[src/rtl/alarm_pkg.sv]
// alarm_unit shared types, limits and defaults.
// Imported by the alarm stage and its tooling.
package alarm_pkg;

  typedef enum logic [1:0] {
    IDLE,
    ARMED,
    RINGING,
    SNOOZE
  } state_e;

  localparam logic [3:0] MAX_HH = 4'd12;
  localparam logic [5:0] MAX_MM = 6'd59;

  localparam int RING_SEC_DEF   = 60;
  localparam int SNOOZE_SEC_DEF = 300;
  localparam int MAX_SNOOZE_DEF = 3;

  function automatic int max_i(input int a, input int b);
    return (a > b) ? a : b;
  endfunction

endpackage

[src/rtl/sec_down_counter.sv]
// Seconds down-counter shared by the ring and snooze periods.
// done_o flags the last second of the loaded period.
module sec_down_counter #(
  parameter int W = 8
) (
  input  logic         clk,
  input  logic         reset_n,
  input  logic         load_i,
  input  logic [W-1:0] val_i,
  input  logic         en_i,
  output logic         done_o
);

  logic [W-1:0] cnt_q, cnt_d;

  always_comb begin
    cnt_d = cnt_q;
    if (load_i) begin
      cnt_d = val_i;
    end else if (en_i && cnt_q != '0) begin
      cnt_d = cnt_q - 1'b1;
    end
  end

  always_ff @(posedge clk or negedge reset_n) begin
    if (!reset_n) begin
      cnt_q <= '0;
    end else begin
      cnt_q <= cnt_d;
    end
  end

  assign done_o = (cnt_q == W'(1));

endmodule

[src/rtl/alarm_unit.sv]
// Alarm stage: compares the time-of-day counter with the stored
// alarm and drives ring with timeout, limited snooze and stop.
module alarm_unit
  import alarm_pkg::*;
#(
  parameter int RING_SEC   = RING_SEC_DEF,
  parameter int SNOOZE_SEC = SNOOZE_SEC_DEF,
  parameter int MAX_SNOOZE = MAX_SNOOZE_DEF
) (
  input  logic       clk,
  input  logic       reset_n,
  input  logic [3:0] hh,
  input  logic [5:0] mm,
  input  logic [5:0] ss,
  input  logic       pm,
  input  logic       arm,
  input  logic       set_alarm,
  input  logic [3:0] a_hh,
  input  logic [5:0] a_mm,
  input  logic       a_pm,
  input  logic       snooze,
  input  logic       stop,
  output logic       ring,
  output logic       armed,
  output logic       snoozing,
  output logic       set_err,
  output logic [3:0] al_hh,
  output logic [5:0] al_mm,
  output logic       al_pm
);

  localparam int CW = $clog2(max_i(RING_SEC, SNOOZE_SEC) + 1);
  localparam int SW = (MAX_SNOOZE > 0) ? $clog2(MAX_SNOOZE + 1) : 1;

  state_e          state_q, state_d;
  logic [SW-1:0]   sn_q, sn_d;
  logic [3:0]      al_hh_q, al_hh_d;
  logic [5:0]      al_mm_q, al_mm_d;
  logic            al_pm_q, al_pm_d;
  logic            match, match_q, trig, set_ok;
  logic            ring_q, armed_q, snoozing_q, set_err_q;
  logic            ld, cnt_en, cnt_done;
  logic [CW-1:0]   ld_val;

  assign set_ok = set_alarm && (a_hh <= MAX_HH) && (a_mm <= MAX_MM);
  assign match  = (hh == al_hh_q) && (mm == al_mm_q) &&
                  (pm == al_pm_q) && (ss == 6'd0);
  // Edge detect: a stalled time counter cannot retrigger
  assign trig   = match && !match_q;
  assign cnt_en = (state_q == RINGING) || (state_q == SNOOZE);

  always_comb begin
    state_d = state_q;
    sn_d    = sn_q;
    ld      = 1'b0;
    ld_val  = CW'(RING_SEC);
    al_hh_d = al_hh_q;
    al_mm_d = al_mm_q;
    al_pm_d = al_pm_q;
    if (set_ok) begin
      al_hh_d = a_hh;
      al_mm_d = a_mm;
      al_pm_d = a_pm;
    end
    if (!arm) begin
      state_d = IDLE;
    end else if (set_ok) begin
      state_d = ARMED;
    end else begin
      case (state_q)
        IDLE: state_d = ARMED;
        ARMED: begin
          if (trig) begin
            state_d = RINGING;
            ld      = 1'b1;
            sn_d    = '0;
          end
        end
        RINGING: begin
          if (stop) begin
            state_d = ARMED;
          end else if (snooze && sn_q < SW'(MAX_SNOOZE)) begin
            state_d = SNOOZE;
            ld      = 1'b1;
            ld_val  = CW'(SNOOZE_SEC);
            sn_d    = sn_q + 1'b1;
          end else if (cnt_done) begin
            state_d = ARMED;
          end
        end
        SNOOZE: begin
          if (stop) begin
            state_d = ARMED;
          end else if (cnt_done) begin
            state_d = RINGING;
            ld      = 1'b1;
          end
        end
        default: state_d = IDLE;
      endcase
    end
  end

  sec_down_counter #(
    .W(CW)
  ) u_cnt (
    .clk    (clk),
    .reset_n(reset_n),
    .load_i (ld),
    .val_i  (ld_val),
    .en_i   (cnt_en),
    .done_o (cnt_done)
  );

  always_ff @(posedge clk or negedge reset_n) begin
    if (!reset_n) begin
      state_q    <= IDLE;
      sn_q       <= '0;
      match_q    <= 1'b0;
      al_hh_q    <= '0;
      al_mm_q    <= '0;
      al_pm_q    <= 1'b0;
      ring_q     <= 1'b0;
      armed_q    <= 1'b0;
      snoozing_q <= 1'b0;
      set_err_q  <= 1'b0;
    end else begin
      state_q    <= state_d;
      sn_q       <= sn_d;
      match_q    <= match;
      al_hh_q    <= al_hh_d;
      al_mm_q    <= al_mm_d;
      al_pm_q    <= al_pm_d;
      ring_q     <= (state_d == RINGING);
      armed_q    <= (state_d != IDLE);
      snoozing_q <= (state_d == SNOOZE);
      set_err_q  <= set_alarm && !set_ok;
    end
  end

  assign ring     = ring_q;
  assign armed    = armed_q;
  assign snoozing = snoozing_q;
  assign set_err  = set_err_q;
  assign al_hh    = al_hh_q;
  assign al_mm    = al_mm_q;
  assign al_pm    = al_pm_q;

endmodule

[config.mk]
export PLATFORM = sky130hd
export DESIGN_NAME = alarm_unit
export DESIGN_NICKNAME = d
export VERILOG_FILES = /design/src/rtl/alarm_pkg.sv /design/src/rtl/sec_down_counter.sv /design/src/rtl/alarm_unit.sv
export SDC_FILE = /design/constraint.sdc
export NUM_CORES = 1
export LEC_CHECK = 0
export ABC_AREA = 0
export CORE_UTILIZATION = 30
export CTS_CLUSTER_DIAMETER = 60
export CTS_CLUSTER_SIZE = 25
export DETAILED_ROUTE_END_ITERATION = 12
export GPL_TIMING_DRIVEN = 0
export PLACE_DENSITY_LB_ADDON = 0.3
export SYNTH_ARGS = -nofsm -noshare
export SYNTH_HDL_FRONTEND = slang
export SYNTH_SLANG_ARGS = --single-unit
[constraint.sdc]
create_clock -name clk -period 2.3 [get_ports clk]
set_clock_uncertainty 0.1 [all_clocks]
set_input_delay 0.345 -clock clk [delete_from_list [all_inputs] [get_ports clk]]
set_output_delay 0.345 -clock clk [all_outputs]
set_load 0.05 [all_outputs]
==> results of run 1 <==
==> per-layer routing <==
layer | global-route usage (%) | up-vias | part of all wire, %
met2 | 22.53 | 49 | 44
met5 | 0 | - | 0
li1 | - | 632 | -
met1 | 19.41 | 589 | 45
met3 | 6.036 | 6 | 8.4
met4 | 6.536 | 0 | 1.8
==> how the worst max path moves through the flow <==
stage	endpoint	from
2_1_floorplan	u_cnt.cnt_q[1]$_DFFE_PN0P_	al_mm[2]$_DFFE_PN0P_
3_3_place_gp	u_cnt.cnt_q[1]$_DFFE_PN0P_	ss[1]
3_5_place_dp	u_cnt.cnt_q[1]$_DFFE_PN0P_	ss[1]
4_1_cts	u_cnt.cnt_q[1]$_DFFE_PN0P_	ss[1]
5_1_grt	al_mm[5]$_DFFE_PN0P_	a_mm[3]
6_report	al_mm[0]$_DFFE_PN0P_	a_mm[3]
==> registers in the layout (all words and copies together) (netlist names) <==
register and flops:
al_hh 4, al_mm 6, al_pm 1, armed 1
match_q 1, ring 1, set_err 1, sn_q 2
snoozing 1, state_q 2, u_cnt.cnt_q 9
==> cells in the mapped netlist (2+ instances only) <==
| cell type | n |
|---|---|
| dfrtp_1 | 29 |
| nor2_1 | 15 |
| xnor2_1 | 13 |
| mux2_2 | 9 |
| nand2_1 | 9 |
| nand4_1 | 6 |
| nor4_1 | 6 |
| inv_1 | 5 |
| ha_1 | 4 |
| nand3_1 | 4 |
| a21oi_1 | 3 |
| nand3b_1 | 3 |
| nor3_1 | 3 |
| o21ai_0 | 3 |
| and2_1 | 2 |
| clkbuf_1 | 2 |
| nand2b_1 | 2 |
| nor2b_1 | 2 |
| nor4b_1 | 2 |
| o211ai_1 | 2 |
| o31a_2 | 2 |
| xor2_1 | 2 |
==> area by class of cell <==
type	count	area, µm²	share of cell area (%)
clock buffer	5	68.82	3.163
clock inverter	3	17.52	0.8051
sequential	29	725.7	33.35
inverter	5	18.77	0.8626
timing repair buffer	48	475.5	21.85
buffer	2	7.507	0.3450
multi-input combinational	109	778.2	35.77
tap	67	83.83	3.853
==> repair_timing <==
action | CTS | global route
setup buffers | 0 | 0
endpoints found under the setup margin | 0 | 11
gates resized for setup | 0 | 1
hold buffers | 0 | 0
==> report_power, final <==
part           total (mW)  leakage (nW)  switching (mW)  internal, mW
registers           0.567         0.337          0.0270         0.540
clock network       0.417        0.0439           0.209         0.208
logic               0.326         0.482           0.177         0.149
total                1.31         0.862           0.413         0.898
==> logic make-up (layout without fill, tap and decap cells) <==
logic type	count (synthesis)	count (layout)	synth area share, %
compound gates	20	20	9.360
xor+xnor	15	15	8.621
mux	10	10	7.307
fa+ha+maj	4	4	3.284
buf+inv	7	63	1.724
simple gates	60	60	22.09
flops	29	29	47.62
==> stage by stage <==
step	cell area, µm²	utilization, %	TNS, ns
finish	2176	45.17	0
floorplan	1524	-	0
global route	2176	45.17	0
CTS	2175	45.14	0
global placement	2088	43.35	-2.978
detailed placement	2088	43.35	-2.469
==> flow_summary_export.csv, run 1 <==
group,metric,value,unit
status,status,"finished, violations left",
status,violations,"negative hold slack",
critical_path,end_kind,"register",
synth,netlist_instances,145,
drt,firstDrtPassIters,4,
final_layout,layout_commonest_cell,"clkdlybuf4s50_1",
critical_path,path_max_fanout,10,
critical_path,arrival,2.16,ns
synth,avgSynthCellArea,10.51,µm²
final_layout,syn2layout_area_growth,42.78,%
pwr,finalPower,1.311,mW
critical_path,r2r_start,"u_cnt.cnt_q[2]$_DFFE_PN0P_",
synth,synth_top_cell_area_share,47.62,%
drt,wl,3340,µm
place,dp_hpwl,2552,µm
sta,timing.slew.headroom,56.23,%
drt,first_iter_violations,76,
final_layout,layout.cells.non_filler,268,
clock_tree,clk_pin_slew_worst_paths,0.07,ns
sta,hold_ws,-0.01242,ns
synth,ys_types,39,
critical_path,worstPathCellList,"clkdlybuf4s50_1 > nand4_1 > nand3_1 > clkbuf_1 > mux2_2",
clock_tree,numClockSinks,29,
sta,worst_slew_pin_slew,0.6566,ns
global_routing,overflow,0,
clock_tree,cts_tree,"done",
critical_path,path_class,"in -> reg",
sta,drv_slew,0,
critical_path,rr_worst_depth,5,
sta,finalSetupViolCount,0,
clock_tree,htreeDepth,2,
synth,async_flop_share,100.0,%
critical_path,crit_required,2.37,ns
sta,finalHoldViolCount,29,
global_routing,grt_pass1_vias,1292,
critical_path,critPathBufInv,2,
sta,fmax,479.1,MHz
die,core,4817,µm²
synth,ys_ff_latch,29,
drt,viasPerCell,4.761,
die,die_w,73.28,µm
die,die_y,73.28,µm
final_layout,finalNetCount,238,
sta,period_share,90.74,%
worst_hold_path,min_path_type,"in -> async",
die,io_pins,49,
synth,synth_largest_area_cell,"dfrtp_1",
drt,routedWlPerCell,12.46,µm
final_layout,final_cell_mix,"clkdlybuf4s50_1 (47), dfrtp_1 (29), nor2_1 (15)",
final_layout,diodes,0,
synth,yosys_warnings,0,
synth,syn_nets,183,
drt,final_antenna_net_count,0,
clock_tree,cts-root-buf,"clkbuf_8",
pwr,peakVddDrop,0.0004164,V
clock_tree,insertion_delay,0.29,ns
die,row_count,25,
synth,synthTopCellsByArea,"dfrtp_1 (48%), xnor2_1 (7.5%), mux2_2 (6.7%)",
sta,setup_ws,0.2129,ns
critical_path,path_depth,5,
drt,vias,1276,
sta,min_period,2.087,ns
sta,rsz0062_at_grt,"no",
final_layout,nFillCells,465,
global_routing,grt.total_usage,15.15,%
global_routing,grt_max_degree,30,
die,die_area,5369,µm²
synth,synthFlopType,"dfrtp_1",
critical_path,crit_path_max_incr_delay,0.49,ns
global_routing,grt_antenna_before_repair,0,
critical_path,cp_top_family,"buffers and inverters",
global_routing,grt_first_pass_wirelength,5996,µm
pwr,power_density,602.3,nW/µm²
critical_path,regToRegSetupSlack,0.29,ns
drt,drc,0,
die,start_util,31.64,%
clock_tree,clockBufferDepth,2,
place,globalplace.congestion,0.7412,
critical_path,startpoint_type,"input port",
synth,synth_area,1524,µm²
critical_path,reg2reg_to,"u_cnt.cnt_q[3]$_DFFE_PN0P_",
final_layout,drive_above_1_share,11.94,%
synth,seq_area_frac_synth,47.62,%
place,port_buffers,48,
pwr,p_leak,0.8625,nW
synth,synth-edff-count,0,
critical_path,crit_path_top_delay_cell,"clkdlybuf4s50_1",
clock_tree,numCtsBuffers,5,
place,post-place-ws,-0.2021,ns
place,dp.cells,260,
flow_run,maxCapViolations,0,
Power figures use the tool's default switching activity.
==> inputs of run 2 (changes only) <==
--- a/config.mk
+++ b/config.mk
@@ -12,6 +12,7 @@
 export DETAILED_ROUTE_END_ITERATION = 12
 export GPL_TIMING_DRIVEN = 0
 export PLACE_DENSITY_LB_ADDON = 0.3
+export SKIP_CTS_REPAIR_TIMING = 1
 export SYNTH_ARGS = -nofsm -noshare
 export SYNTH_HDL_FRONTEND = slang
 export SYNTH_SLANG_ARGS = --single-unit
==> results of run 2 <==
No change in the layout: final DEF, timing and power equal those of run 1.
==> inputs of run 3 (changes only) <==
--- a/config.mk
+++ b/config.mk
@@ -6,6 +6,7 @@
 export NUM_CORES = 1
 export LEC_CHECK = 0
 export ABC_AREA = 0
+export CAP_MARGIN = 10
 export CORE_UTILIZATION = 30
 export CTS_CLUSTER_DIAMETER = 60
 export CTS_CLUSTER_SIZE = 25
==> flow_summary_export.csv, run 3 (synthesis results as in run 1) <==
group,metric,value,unit
status,status,"completed",
critical_path,path_max_fanout,10,
sta,worst_slew_pin_slew,0.6827,ns
critical_path,critPathBufInv,2,
critical_path,critPathCapture,"al_mm[0]$_DFFE_PN0P_",
critical_path,cp-startpoint,"a_mm[5]",
drt,final_antenna_net_count,0,
global_routing,use_met1,19.43,%
global_routing,grt_first_pass_wirelength,6037,µm
die,core,4817,µm²
pwr,power_density,644.5,nW/µm²
clock_tree,numClockSinks,29,
critical_path,crit_path_top_delay_cell,"clkdlybuf4s50_1",
place,dp_hpwl,2622,µm
global_routing,grt_pass1_vias,1306,
clock_tree,insertion_delay,0.28,ns
sta,timing.slew.headroom,54.34,%
global_routing,grt.total_usage,15.18,%
final_layout,layout_commonest_cell,"clkdlybuf4s50_1",
critical_path,startpoint_type,"input port",
flow_run,maxCapViolations,0,
critical_path,crit_path_max_incr_delay,0.48,ns
die,die_w,73.28,µm
drt,routedWlPerCell,12.42,µm
final_layout,syn2layout_area_growth,46.88,%
critical_path,regToRegSetupSlack,0.29,ns
sta,min_period,2.091,ns
final_layout,final_cell_mix,"clkdlybuf4s50_1 (48), dfrtp_1 (29), nor2_1 (15)",
global_routing,grt_max_degree,18,
critical_path,rr_worst_depth,5,
die,die_area,5369,µm²
clock_tree,cts_tree,"done",
final_layout,nFillCells,460,
pwr,peakVddDrop,0.0002717,V
drt,viasPerCell,4.695,
critical_path,reg2reg_to,"u_cnt.cnt_q[1]$_DFFE_PN0P_",
place,port_buffers,48,
clock_tree,htreeDepth,2,
final_layout,post-route-util,46.47,%
die,start_util,31.64,%
drt,drc,0,
drt,vias,1263,
sta,rsz0062_at_grt,"no",
drt,first_iter_violations,39,
sta,drv_slew,0,
critical_path,worstPathCellList,"clkdlybuf4s50_1 > nand4_1 > nand3_1 > clkbuf_1 > mux2_2",
final_layout,drive_above_1_share,11.39,%
critical_path,path_class,"in -> reg",
clock_tree,clockBufferDepth,2,
global_routing,grt.busiest_layer,"met2",
final_layout,largest-register,"u_cnt.cnt_q",
final_layout,finalNetCount,239,
clock_tree,cts-root-buf,"clkbuf_8",
drt,firstDrtPassIters,4,
sta,fmax,478.3,MHz
clock_tree,clk_pin_slew_worst_paths,0.06,ns
global_routing,grt_util_met3,6.996,%
drt,wl,3342,µm
critical_path,arrival,2.16,ns
global_routing,gr-usage-met2,22.53,%
global_routing,overflow,0,
place,placedInstanceArea,2116,µm²
pwr,p_leak,0.8897,nW
worst_hold_path,min_path_type,"in -> async",
critical_path,crit_required,2.37,ns
final_layout,layout.cells.non_filler,269,
final_layout,post-route-cell-area,2238,µm²
critical_path,end_kind,"register",
die,row_count,25,
place,dp.cells,261,
sta,period_share,90.91,%
critical_path,path_depth,5,
critical_path,r2r_start,"u_cnt.cnt_q[2]$_DFFE_PN0P_",
place,globalplace.congestion,0.7412,
sta,finalSetupViolCount,0,
global_routing,grt_antenna_before_repair,0,
clock_tree,numCtsBuffers,5,
critical_path,cp_top_family,"buffers and inverters",
die,die_y,73.28,µm
final_layout,diodes,0,
sta,finalHoldViolCount,0,
final_layout,largest_register_ffs,9,
die,io_pins,49,
run 3: changes by cell type in the layout (fill, tap and decap cells not counted), sizes merged:
cell,before,now
clkbuf,7,9
clkinv,2,0
clkinvlp,1,0
clkdlybuf4s50,47,48
bufinv,0,1
run 3: per-stage QoR:
stage	total power, mW	hold WS, ns	setup slack, ns	TNS (ns)
after global placement	0.9040	0.4121	-0.2510	-2.978
after CTS	1.459	0.3970	0.08175	0
after detailed placement	0.9102	0.4133	-0.2143	-2.661
final	1.443	0.3771	0.2091	0
after floorplan	0.7564	-0.05059	0.3268	0
after global routing	1.515	0.4229	0.03822	0
run 3: metal layers:
metal / vias to the layer above / routed length [µm]
met1: 578 / 1543
met3: 4 / 269
met2: 46 / 1493
met4: 0 / 36
met5: - / 0
li1: 635 / -
run 3: final cells by class:
| class | count | area, µm² | share of cell area [%] |
|---|---|---|---|
| Clock inverter | 1 | 30.03 | 1.342 |
| Timing Repair Buffer | 49 | 508.0 | 22.69 |
| Inverter | 5 | 18.77 | 0.8385 |
| Tap cell | 67 | 83.83 | 3.745 |
| Sequential cell | 29 | 725.7 | 32.42 |
| Buffer | 2 | 7.507 | 0.3354 |
| Clock buffer | 7 | 86.33 | 3.857 |
| Multi-Input combinational cell | 109 | 778.2 | 34.77 |
run 3: how the worst min path moves through the flow:
stage	start	to	slack (ns)	depth (start not counted)
floorplan	reset_n	al_hh[0]$_DFFE_PN0P_	-0.05	0
global placement	match_q$_DFF_PN0_	state_q[1]$_DFF_PN0_	0.41	3
detailed placement	match_q$_DFF_PN0_	state_q[1]$_DFF_PN0_	0.41	3
CTS	reset_n	ring$_DFF_PN0_	0.40	1
global route	reset_n	al_hh[2]$_DFFE_PN0P_	0.42	1
finish	reset_n	u_cnt.cnt_q[2]$_DFFE_PN0P_	0.38	1
run 3: power breakdown:
part / total (mW) / switching, mW / internal [mW]
registers: 0.567 / 0.0265 / 0.541
clock network: 0.543 / 0.190 / 0.353
logic: 0.333 / 0.178 / 0.155
total: 1.44 / 0.395 / 1.05
